==> config.mk <==
export PLATFORM = sky130hd
export DESIGN_NAME = wb_arbiter
export DESIGN_NICKNAME = d
export VERILOG_FILES = /design/src/rtl/wb_pkg.sv /design/src/rtl/wb_src_fifo.sv /design/src/rtl/wb_arbiter.sv
export SDC_FILE = /design/constraint.sdc
export NUM_CORES = 1
export LEC_CHECK = 0
export BUFFER_PORTS_ARGS = -buffer_cell sky130_fd_sc_hd__buf_2
export CAP_MARGIN = 0
export CORE_MARGIN = 2
export CORE_UTILIZATION = 53
export DETAILED_ROUTE_END_ITERATION = 8
export PLACE_DENSITY = 0.84
export REMOVE_ABC_BUFFERS = 1
export SYNTH_ARGS = -nofsm -noshare
export SYNTH_HDL_FRONTEND = slang
export SYNTH_SLANG_ARGS = --single-unit
==> constraint.sdc <==
create_clock -name clk -period 4.6 [get_ports clk]
set_clock_uncertainty 0.05 [all_clocks]
set_input_delay 0.92 -clock clk [delete_from_list [all_inputs] [get_ports clk]]
set_output_delay 0.92 -clock clk [all_outputs]
set_load 0.01 [all_outputs]
==> src/rtl/wb_pkg.sv <==
// rtl/wb_pkg.sv - shared entry type and sizing constants for the writeback arbiter
// Fallback for the "no result" tag when common_def.h has not already defined it.
`ifndef TAG_INVALID
`define TAG_INVALID 6'h3f
`endif

package wb_pkg;
  localparam int WB_FIFO_DEPTH = 2;
  localparam int WB_CNT_W      = 2;
  localparam int WB_N_SRC      = 3;
  localparam int WB_DATA_W     = 32;
  localparam int WB_TAG_W      = 6;

  typedef struct packed {
    logic [WB_DATA_W-1:0] result;
    logic [WB_TAG_W-1:0]  target;
  } wb_entry_t;
endpackage

==> src/rtl/wb_src_fifo.sv <==
// rtl/wb_src_fifo.sv - two-entry per-producer result buffer (push, pop, head, count)
// Head always sits in slot 0; a pop shifts slot 1 down so the head is a plain register read.
module wb_src_fifo
  import wb_pkg::*;
#(
  parameter type entry_t = wb_entry_t
) (
  input  logic                clk,
  input  logic                rst,
  input  logic                push,
  input  entry_t              push_entry,
  input  logic                pop,
  output entry_t              head,
  output logic [WB_CNT_W-1:0] count
);

  entry_t              mem_q [WB_FIFO_DEPTH];
  entry_t              mem_d [WB_FIFO_DEPTH];
  logic [WB_CNT_W-1:0] count_q;
  logic [WB_CNT_W-1:0] count_d;

  // Pop is applied before push so a simultaneous push lands behind the surviving entry.
  always_comb begin
    mem_d   = mem_q;
    count_d = count_q;
    if (pop) begin
      mem_d[0] = mem_q[1];
      count_d  = count_q - WB_CNT_W'(1);
    end
    if (push) begin
      mem_d[count_d[0]] = push_entry;
      count_d           = count_d + WB_CNT_W'(1);
    end
  end

  always_ff @(posedge clk) begin
    if (rst) begin
      count_q <= '0;
    end else begin
      count_q <= count_d;
    end
  end

  always_ff @(posedge clk) begin
    mem_q <= mem_d;
  end

  assign head  = mem_q[0];
  assign count = count_q;

endmodule

==> src/rtl/wb_arbiter.sv <==
// rtl/wb_arbiter.sv - round-robin merge of N_SRC result producers onto one registered ROB writeback port
// Optional feature: define WB_ARBITER_PERF_EN to add per-source stall counters on port stall_cnt.
module wb_arbiter
  import wb_pkg::*;
#(
  parameter int N_SRC  = WB_N_SRC,
  parameter int DATA_W = WB_DATA_W,
  parameter int TAG_W  = WB_TAG_W
) (
  input  logic                          clk,
  input  logic                          rst,
  input  logic [N_SRC-1:0][DATA_W-1:0]  in_result,
  input  logic [N_SRC-1:0][TAG_W-1:0]   in_target,
  output logic [N_SRC-1:0]              in_ready,
  output logic [DATA_W-1:0]             out_result,
  output logic [TAG_W-1:0]              out_target
`ifdef WB_ARBITER_PERF_EN
  ,
  output logic [N_SRC-1:0][15:0]        stall_cnt
`endif
);

  localparam int IDX_W = (N_SRC > 1) ? $clog2(N_SRC) : 1;
  localparam logic [TAG_W-1:0] TAG_INV = TAG_W'(`TAG_INVALID);

  typedef struct packed {
    logic [DATA_W-1:0] result;
    logic [TAG_W-1:0]  target;
  } entry_t;

  logic [N_SRC-1:0]    offered;
  logic [N_SRC-1:0]    push;
  logic [N_SRC-1:0]    pop;
  logic [N_SRC-1:0]    nonempty;
  entry_t              push_entry [N_SRC];
  entry_t              head       [N_SRC];
  logic [WB_CNT_W-1:0] count      [N_SRC];

  logic                grant_valid;
  logic [IDX_W-1:0]    grant_idx;
  logic [IDX_W-1:0]    rr_ptr_q;
  logic [IDX_W-1:0]    rr_ptr_d;
  logic [DATA_W-1:0]   out_result_q;
  logic [DATA_W-1:0]   out_result_d;
  logic [TAG_W-1:0]    out_target_q;
  logic [TAG_W-1:0]    out_target_d;

  // Ready comes from the registered count alone, so a full FIFO drained this cycle still refuses.
  for (genvar i = 0; i < N_SRC; i++) begin : g_src
    assign offered[i]    = (in_target[i] != TAG_INV);
    assign in_ready[i]   = (count[i] < WB_CNT_W'(WB_FIFO_DEPTH));
    assign push[i]       = offered[i] && in_ready[i] && !rst;
    assign nonempty[i]   = (count[i] != '0);
    assign pop[i]        = grant_valid && (grant_idx == IDX_W'(i));
    assign push_entry[i] = entry_t'({in_result[i], in_target[i]});

    wb_src_fifo #(
      .entry_t (entry_t)
    ) u_fifo (
      .clk        (clk),
      .rst        (rst),
      .push       (push[i]),
      .push_entry (push_entry[i]),
      .pop        (pop[i]),
      .head       (head[i]),
      .count      (count[i])
    );
  end

  // Round-robin: first try sources at or above rr_ptr, then wrap to those below it.
  always_comb begin
    grant_valid = 1'b0;
    grant_idx   = '0;
    for (int i = 0; i < N_SRC; i++) begin
      if (!grant_valid && nonempty[i] && (i >= int'(rr_ptr_q))) begin
        grant_valid = 1'b1;
        grant_idx   = IDX_W'(i);
      end
    end
    for (int i = 0; i < N_SRC; i++) begin
      if (!grant_valid && nonempty[i]) begin
        grant_valid = 1'b1;
        grant_idx   = IDX_W'(i);
      end
    end
  end

  always_comb begin
    rr_ptr_d     = rr_ptr_q;
    out_result_d = out_result_q;
    out_target_d = TAG_INV;
    if (grant_valid) begin
      rr_ptr_d     = (grant_idx == IDX_W'(N_SRC - 1)) ? '0 : grant_idx + IDX_W'(1);
      out_result_d = head[grant_idx].result;
      out_target_d = head[grant_idx].target;
    end
  end

  always_ff @(posedge clk) begin
    if (rst) begin
      rr_ptr_q     <= '0;
      out_result_q <= '0;
      out_target_q <= TAG_INV;
    end else begin
      rr_ptr_q     <= rr_ptr_d;
      out_result_q <= out_result_d;
      out_target_q <= out_target_d;
    end
  end

  assign out_result = out_result_q;
  assign out_target = out_target_q;

`ifdef WB_ARBITER_PERF_EN
  logic [N_SRC-1:0][15:0] stall_q;
  logic [N_SRC-1:0][15:0] stall_d;

  always_comb begin
    stall_d = stall_q;
    for (int i = 0; i < N_SRC; i++) begin
      if (offered[i] && !in_ready[i] && (stall_q[i] != 16'hffff)) begin
        stall_d[i] = stall_q[i] + 16'd1;
      end
    end
  end

  always_ff @(posedge clk) begin
    if (rst) begin
      stall_q <= '0;
    end else begin
      stall_q <= stall_d;
    end
  end

  assign stall_cnt = stall_q;
`endif

endmodule

==> impl_metrics.py, run 1 <==
metrics = {
    "status": {
        "status": "finished, final reports clean",
    },
    "cts": {
        "cts_repair_resize_count": 0,
        "clockBufferDepth": 3,
        "insertion_delay_ns": 0.51,
        "cts_tree": "yes",
        "cts-buffers-inserted": 27,
        "cts_root_buf": "clkbuf_16",
        "cts_setup_buffers": 0,
        "clock-sinks": 274,
        "cts_hold_buf": 0,
        "h-tree-depth": 1,
        "clk_pin_slew_ns": 0.06,
    },
    "power": {
        "power_leakage_nw": 4.75,
        "p_int_mw": 7.02,
        "combPwrFrac": 0.416,
        "switching_share": 0.342,
        "power_frac_seq": 0.388,
        "p_per_area_nw_per_um2": 857,
        "vdd.ir_drop.worst_mv": 0.553,
        "finalPower_mw": 10.7,
        "p_sw_mw": 3.65,
        "pwr-share-clk": 0.196,
    },
    "detailed_routing": {
        "antenna_left": 0,
        "drt_first_pass_iters": 5,
        "vias": 6783,
        "first_iter_violations": 471,
        "routedWlPerCell_um": 18.7,
        "drc": 0,
        "wl_um": 23000,
        "routed_via_density": 5.52,
    },
    "yosys": {
        "muxShareOfSynthArea": 0.204,
        "synth_warnings": 0,
        "yosys.area_share.adder": 0.00712,
        "avgSynthCellArea_um2": 13.2,
        "synth-seq-area-share": 0.629,
        "netlist_area_um2": 10500,
        "synthSimpleGateAreaFrac": 0.0503,
        "synth_top_family_by_area": "multiplexers",
        "synthCells": 797,
        "synth_compound_area_frac": 0.0840,
        "yosysUniqueCellTypes": 35,
        "synth_xor_area_frac": 0.00249,
        "synth-seq-cells": 274,
    },
    "global_route": {
        "antenna_found_initial": 2,
        "grt_overflow": 0,
        "grt.total_usage": 0.215,
        "grt_max_degree": 60,
        "grt_pass1_wl_um": 36000,
        "grt_pass1_vias": 6860,
    },
    "cells_and_area": {
        "n_antenna_cell": 0,
        "fill_cells": 1472,
        "drive_gt1_frac": 0.362,
        "final_nets": 1066,
        "post-route-util": 0.640,
        "final_common_cell": "dfxtp_1",
        "layout_common_cells": "dfxtp_1 (160), buf_2 (156), mux2_2 (132)",
        "stdcell_count": 1229,
        "syn2layout_area_growth_pct": 18.1,
        "fin_area_um2": 12400,
    },
    "worst_setup_path": {
        "path_class": "flop to flop",
        "endpoint_kind": "flop",
        "crit_arrival_ns": 3.47,
        "regToRegSetupSlack_ns": 1.47,
        "worstPathMaxFanout": 48,
        "start_kind": "flop",
        "required_ns": 4.94,
    },
    "placed_design": {
        "placed_area_um2": 11600,
        "dp_hpwl_um": 15000,
        "placed_cells_incl_taps": 1180,
        "gp_congestion": 0.772,
        "io_buffers": 156,
    },
    "floorplanning": {
        "coreArea_um2": 19500,
        "die_w_um": 145,
        "row_count": 51,
        "ioPinCount": 157,
        "fp.dieH_um": 145,
        "die_area_um2": 21000,
        "initial_core_util": 0.542,
    },
    "timing": {
        "fmax_ghz": 0.319,
        "setup_viol": 0,
        "report.final.slew_viol_count": 0,
        "slew_headroom": 0.240,
        "period_minus_slack_ns": 3.13,
        "hold_viol": 0,
        "rsz0062_at_grt": "false",
        "worstMarginPinSlew_ns": 1.14,
        "post-route-period-util": 0.681,
    },
    "flow_run": {
        "maxCapViolations": 0,
    },
    "min_path": {
        "hold_class": "flop to flop",
    },
}
[critical path, stage by stage (launching register included)]
cell and delay, ns:
dfxtp_1 0.34, inv_1 0.12, ha_1 0.32, o21ai_1 0.15, a211oi_4 0.29, buf_4 0.54, buf_4 0.48, mux2_2 0.38
mux2_1 0.30
[cell type report]
| type | count | area, um^2 | area share |
|---|---|---|---|
| timing repair buffer | 169 | 878 | 0.0706 |
| clock inverter | 5 | 50.0 | 0.00402 |
| sequential | 274 | 6630 | 0.532 |
| multi-input combinational | 465 | 3730 | 0.300 |
| tap | 265 | 332 | 0.0266 |
| clock buffer | 44 | 800 | 0.0642 |
| inverter | 7 | 26.3 | 0.00211 |
[per-layer routing]
metal | GRT usage | vias up | routed length (um)
met5 | 0 | - | 27
met4 | 0.0515 | 4 | 411
met3 | 0.0396 | 41 | 1520
met2 | 0.375 | 217 | 11400
met1 | 0.280 | 3259 | 9600
li1 | - | 3262 | -
[cells in the mapped netlist (all sizes together)]
cell | instances | area (um^2)
mux2 | 152 | 1710
nor2b | 5 | 31.3
nor3b | 1 | 7.51
nor3 | 4 | 20.0
a22oi | 20 | 150
clkbuf | 36 | 135
and3 | 1 | 6.26
o21ai | 42 | 210
and2 | 1 | 6.26
nand3 | 10 | 50.1
ha | 6 | 75.1
edfxtp | 114 | 3420
a222oi | 19 | 190
mux2i | 44 | 440
inv | 7 | 26.3
nand3b | 1 | 7.51
a221oi | 2 | 23.8
a21oi | 36 | 180
nor2 | 26 | 97.6
nand2 | 71 | 267
buf | 15 | 82.6
xnor2 | 3 | 26.3
a31oi | 1 | 6.26
nand2b | 1 | 6.26
nand4 | 3 | 18.8
dfxtp | 160 | 3200
a211oi | 15 | 125
nor4 | 1 | 12.5
[power groups by stage]
stage	logic (mW)	clock network, mW	registers (mW)
finish	4.44	2.09	4.14
global route	4.87	2.24	4.24
CTS	4.48	2.13	4.14
detailed placement	4.46	0	4.18
global placement	4.30	0	4.13
floorplan	3.33	0	4.09
[kinds of logic after synthesis]
logic type                 after synthesis
DFF                                    274
AOI/OAI and AO/OA                      135
and+or+nand+nor                        125
adders and majority gates                6
xor gates and xnor gates                 3
buffers and inverters                   58
muxes                                  196
[metrics by stage]
stage                     setup slack [ns]  hold WS [ns]  setup TNS (ns)
final                                 1.47         0.399               0
after global routing                  1.31         0.423               0
after CTS                             1.51         0.401               0
after detailed placement              1.28         0.395               0
after global placement                1.43         0.386               0
after floorplan                      -4.99         0.373         -471.75
[worst paths after layout]
kind,startpoint,endpoint,depth (start not counted)
worst min register to register,g_src[0].u_fifo.head[27],out_result[21],2
worst max-delay path,g_src[2].u_fifo.count[1],g_src[1].u_fifo.head[12],8
worst max register to register,g_src[2].u_fifo.count[1],g_src[1].u_fifo.head[12],8
worst min-delay path,g_src[0].u_fifo.head[27],out_result[21],2
No activity file was read; power rests on OpenSTA's default activity.
==> run 2, diff against run 1 <==
- clock period: 4.6 -> 3.2 ns (I/O delays scaled with it)
==> run 2 against run 1 <==
- sequential cell count is the same
- register-to-register slack got worse by 0.94 ns
- wire length increased by 0.97%
- total power rose by 47%
- non-clock buffer count increased by 5
- via count grew 1.1%
- global-route usage up 0.20 points
- critical path type unchanged
==> impl_metrics.py, run 2 (synthesized netlist as in run 1, its figures left out) <==
metrics = {
    "placed_design": {
        "io_buffers": 156,
        "gp_congestion": 0.819,
        "place_ws_ns": 0.540,
        "dp_hpwl_um": 15100,
    },
    "timing": {
        "post-route-period-util": 0.835,
        "hold_viol": 0,
        "report.final.slew_viol_count": 0,
        "setup_tns_ns": 0,
        "worstMarginPinSlew_ns": 1.05,
        "setup_viol": 0,
        "period_minus_slack_ns": 2.67,
        "rsz0062_at_grt": "false",
        "slew_headroom": 0.298,
        "fmax_ghz": 0.374,
        "worst_slack_ns": 0.528,
    },
    "power": {
        "vdd.ir_drop.worst_mv": 0.991,
        "finalPower_mw": 15.7,
        "p_per_area_nw_per_um2": 1250,
        "power_leakage_nw": 4.83,
    },
    "flow_run": {
        "maxCapViolations": 0,
    },
    "detailed_routing": {
        "drt_first_pass_iters": 5,
        "routed_via_density": 5.55,
        "drc": 0,
        "antenna_left": 0,
        "first_iter_violations": 519,
        "routedWlPerCell_um": 18.8,
        "wl_um": 23200,
        "vias": 6858,
    },
    "worst_setup_path": {
        "crit_arrival_ns": 2.85,
        "critical_path.cell_chain": "inv_1, ha_1, o21ai_1, a211oi_4, xnor2_1, and2_2, buf_12",
        "crit_slowest_cell": "and2_2",
        "path_class": "flop to flop",
        "regToRegSetupSlack_ns": 0.53,
        "required_ns": 3.38,
        "start_kind": "flop",
        "slowest_delay_ns": 0.55,
        "timing.rr.start": "g_src[2].u_fifo.count[1]",
        "worstPathMaxFanout": 22,
        "reg2regPathDepth": 7,
        "endpoint_kind": "flop",
    },
    "global_route": {
        "grt.total_usage": 0.217,
        "grt_pass1_wl_um": 36500,
        "grt_pass1_vias": 6934,
        "antenna_found_initial": 2,
        "grt_max_degree": 43,
        "grt_overflow": 0,
    },
    "cts": {
        "cts_hold_buf": 0,
        "insertion_delay_ns": 0.53,
        "clockBufferDepth": 3,
        "cts_repair_resize_count": 0,
        "cts_setup_buffers": 0,
        "cts_tree": "yes",
        "h-tree-depth": 1,
        "cts-buffers-inserted": 27,
        "clock-sinks": 274,
        "cts_root_buf": "clkbuf_16",
        "clk_pin_slew_ns": 0.06,
    },
    "floorplanning": {
        "fp.dieH_um": 145,
        "die_w_um": 145,
        "initial_core_util": 0.542,
        "die_area_um2": 21000,
        "coreArea_um2": 19500,
        "ioPinCount": 157,
        "row_count": 51,
    },
    "cells_and_area": {
        "final_nets": 1071,
        "final_common_cell": "dfxtp_1",
        "layout_common_cells": "dfxtp_1 (160), buf_2 (156), mux2_2 (132)",
        "syn2layout_area_growth_pct": 19.7,
        "drive_gt1_frac": 0.372,
    },
    "min_path": {
        "hold_depth": 1,
        "hold_start": "in_result[12]",
        "hold_class": "primary input to flop",
    },
    "status": {
        "status": "finished, final reports clean",
    },
}
-- run 2: changes by cell type in the layout (fill, tap and decap cells not counted) --
cell and delta:
buf_12 +4, diode_2 +1, bufinv_16 +3, clkinv_1 +1, inv_4 -1, clkinv_2 +4, clkbuf_8 -2, clkbuf_1 -7
clkinvlp_4 +1, buf_4 +1, inv_6 +2
-- run 2: worst max-delay path by stage --
stage	startpoint	endpoint
after floorplan	rr_ptr_q[1]	g_src[2].u_fifo.head[0]
after CTS	g_src[2].u_fifo.count[1]	flop
after global routing	g_src[2].u_fifo.count[1]	g_src[1].u_fifo.head[33]
after detailed placement	g_src[2].u_fifo.count[1]	flop
after global placement	g_src[2].u_fifo.count[1]	flop
final	g_src[2].u_fifo.count[1]	flop
-- run 2: area by class of cell --
cell class                 instances  area (um^2)
tap                              265          332
antenna                            1         2.50
multi-input combinational        465         3730
sequential                       274         6630
clock buffer                      35          746
clock inverter                    15          183
fill                            1427         6850
inverter                           7         26.3
timing repair buffer             174          966
-- run 2: metal layers --
metal | vias to the layer above | share of wire | routed length, um | track usage
met2 | 232 | 0.48 | 11300 | 0.369
met3 | 50 | 0.066 | 1530 | 0.0428
li1 | 3280 | - | - | -
met1 | 3294 | 0.42 | 9710 | 0.278
met4 | 2 | 0.031 | 726 | 0.0792
met5 | - | 0.00030 | 7 | 0
-- run 2: power by group --
group,internal [mW],switching (mW)
clock,1.97,1.28
sequential,5.30,0.627
combinational,3.11,3.44
-- run 2: per-stage QoR --
| stage | hold slack, ns | cell area, um^2 | util | instances |
|---|---|---|---|---|
| 2_1_floorplan | 0.373 | 10300 | - | 746 |
| 3_3_place_gp | 0.387 | 11700 | 0.600 | 1185 |
| 3_5_place_dp | 0.394 | 11700 | 0.600 | 1185 |
| 4_1_cts | 0.228 | 12600 | 0.648 | 1235 |
| 5_1_grt | 0.232 | 12600 | 0.648 | 1236 |
| 6_report | 0.245 | 12600 | 0.648 | 1236 |
-- run 2: worst max-delay path, delay by kind of cell, from the launching register on --
family,cells,cell delay [ns]
adder cells (fa/ha/maj),1,0.31
XOR/XNOR,1,0.27
buffers and inverters,2,0.35
flip-flops,1,0.33
AND/OR/NAND/NOR,1,0.55
AO/OA/AOI/OAI,2,0.52
==> run 3, diff against run 2 <==
- ABC_AREA: default -> 1
- clock period: 3.2 -> 2.8 ns (I/O delays scaled with it)
==> run 3 against run 2 <==
- non-clock buffer count rose by 28
- final area grew 4.9%
- via count increased by 39%
- global-route usage up 5.8 points
- maximum frequency increased by 5.3%
- critical path depth up 6
- wire length increased by 31%
- worst setup slack worse by 0.26 ns
- largest cell class unchanged
- highest routed layer is now met4
==> impl_metrics.py, run 3 <==
metrics = {
    "status": {
        "status": "finished, final reports clean",
    },
    "cts": {
        "clock-sinks": 274,
        "cts_hold_buf": 0,
        "insertion_delay_ns": 0.54,
        "cts_repair_resize_count": 0,
        "cts-buffers-inserted": 27,
        "h-tree-depth": 1,
        "clk_pin_slew_ns": 0.06,
        "cts_setup_buffers": 0,
        "cts_root_buf": "clkbuf_16",
        "cts_tree": "yes",
        "clockBufferDepth": 3,
    },
    "floorplanning": {
        "die_area_um2": 22000,
        "fp.dieH_um": 148,
        "die_w_um": 148,
        "ioPinCount": 157,
        "initial_core_util": 0.543,
        "coreArea_um2": 20400,
        "row_count": 52,
    },
    "global_route": {
        "grt.total_usage": 0.276,
        "grt_max_degree": 41,
        "grt_pass1_vias": 9367,
        "antenna_found_initial": 0,
        "grt_overflow": 0,
        "grt_pass1_wl_um": 48100,
    },
    "timing": {
        "post-route-period-util": 0.906,
        "hold_viol": 0,
        "hold_ws_ns": 0.154,
        "setup_viol": 0,
        "worst_slack_ns": 0.263,
        "slew_headroom": 0.624,
        "report.final.slew_viol_count": 0,
        "setup_tns_ns": 0,
        "period_minus_slack_ns": 2.54,
        "rsz0062_at_grt": "false",
        "fmax_ghz": 0.394,
        "worstMarginPinSlew_ns": 0.564,
    },
    "yosys": {
        "netlist_area_um2": 11100,
        "ys.flop_type": "dfxtp_1",
        "netlist.area_leader.share": 0.310,
        "synth_common_cells": "nand2_1 (551), dfxtp_1 (160), nand3_1 (143)",
        "synth-seq-area-share": 0.599,
        "yosysUniqueCellTypes": 26,
        "synth_largest_area_cell": "edfxtp_1",
        "async_flop_share": 0,
        "synth-edff-count": 114,
        "synth_warnings": 0,
        "avgSynthCellArea_um2": 8.69,
        "synthCells": 1272,
        "synthTopCellsByArea": "edfxtp_1 (31%), dfxtp_1 (29%), nand2_1 (19%), nand3_1 (6.5%), o211ai_1 (3.1%)",
        "post-synth-top-count-cell": "nand2_1",
        "synth-seq-cells": 274,
    },
    "placed_design": {
        "io_buffers": 156,
        "place_ws_ns": 0.351,
        "placed_area_um2": 12300,
        "placed_cells_incl_taps": 1666,
        "dp_hpwl_um": 19800,
        "gp_congestion": 0.869,
    },
    "worst_setup_path": {
        "required_ns": 3.17,
        "critical_path.cell_chain": "inv_1, ha_1, inv_2, nand2_1, nand2_1, o31ai_4, buf_4, inv_1, buf_4, nand2_1, nand2_1, nand2_1, nand2_1",
        "path_class": "flop to flop",
        "worstPathMaxFanout": 15,
        "startpoint": "g_src[1].u_fifo.count[1]",
        "timing.rr.start": "g_src[1].u_fifo.count[1]",
        "crit_arrival_ns": 2.91,
        "cp_common_cell": "nand2_1",
        "slowest_delay_ns": 0.32,
        "endpoint_kind": "flop",
        "critPathBufInv": 5,
        "path_delay_family": "buffers and inverters",
        "start_kind": "flop",
        "crit_slowest_cell": "o31ai_4",
    },
    "flow_run": {
        "maxCapViolations": 0,
    },
    "detailed_routing": {
        "wl_met3_um": 2840,
        "routed_via_density": 5.55,
        "first_iter_violations": 664,
        "wl_um": 30400,
        "routedWlPerCell_um": 17.7,
        "wl_met1_um": 11900,
        "antenna_left": 0,
        "dr_wl_met2_um": 14300,
        "vias": 9528,
        "drc": 0,
        "drt_first_pass_iters": 5,
        "top_layer": "met4",
    },
    "min_path": {
        "hold_start": "in_result[20]",
        "hold_class": "primary input to flop",
    },
    "cells_and_area": {
        "final_common_cell": "nand2_1",
        "drive_gt1_frac": 0.199,
        "stdcell_count": 1717,
        "fin_area_um2": 13200,
        "layout_common_cells": "nand2_1 (549), dfxtp_1 (160), buf_2 (156)",
        "final_nets": 1547,
        "post-route-util": 0.650,
        "syn2layout_area_growth_pct": 19.7,
    },
    "power": {
        "power_leakage_nw": 6.27,
        "vdd.ir_drop.worst_mv": 0.929,
        "finalPower_mw": 20.5,
        "p_per_area_nw_per_um2": 1550,
    },
}
## run 3: cells by family after synthesis
logic type | share of synthesized area
multiplexers | 0.00181
buffers and inverters | 0.0474
AO/OA/AOI/OAI | 0.0652
AND/OR/NAND/NOR | 0.279
adder cells (fa/ha/maj) | 0.00679
XOR/XNOR | 0.000792
flip-flops | 0.599
## run 3: area by class of cell
cell class / count / area [um^2]
inverter: 58 / 218
antenna: 1 / 2.50
clock inverter: 12 / 113
sequential: 274 / 6630
clock buffer: 38 / 790
fill: 1586 / 7130
multi-input combinational: 862 / 3970
tap: 270 / 338
timing repair buffer: 202 / 1180
## run 3: report_power, final
part,switching [mW],internal [mW],leakage [nW]
Combinational,6.66,3.38,3.42
Sequential,0.728,6.08,2.39
Clock,1.51,2.15,0.452
Total,8.90,11.6,6.27
## run 3: final timing paths
kind | end | slack (ns) | cells after the start
setup / recovery | g_src[2].u_fifo.head[1] | 0.26 | 13
setup reg to reg | g_src[2].u_fifo.head[1] | 0.26 | 13
hold / removal | flop | 0.15 | 1
hold reg to reg | out_target[5] | 0.42 | 2
## run 3: routing by layer
layer,vias to the layer above,GRT usage
met5,-,0
met4,0,0.121
met3,95,0.0531
met2,484,0.455
met1,4454,0.355
li1,4495,-
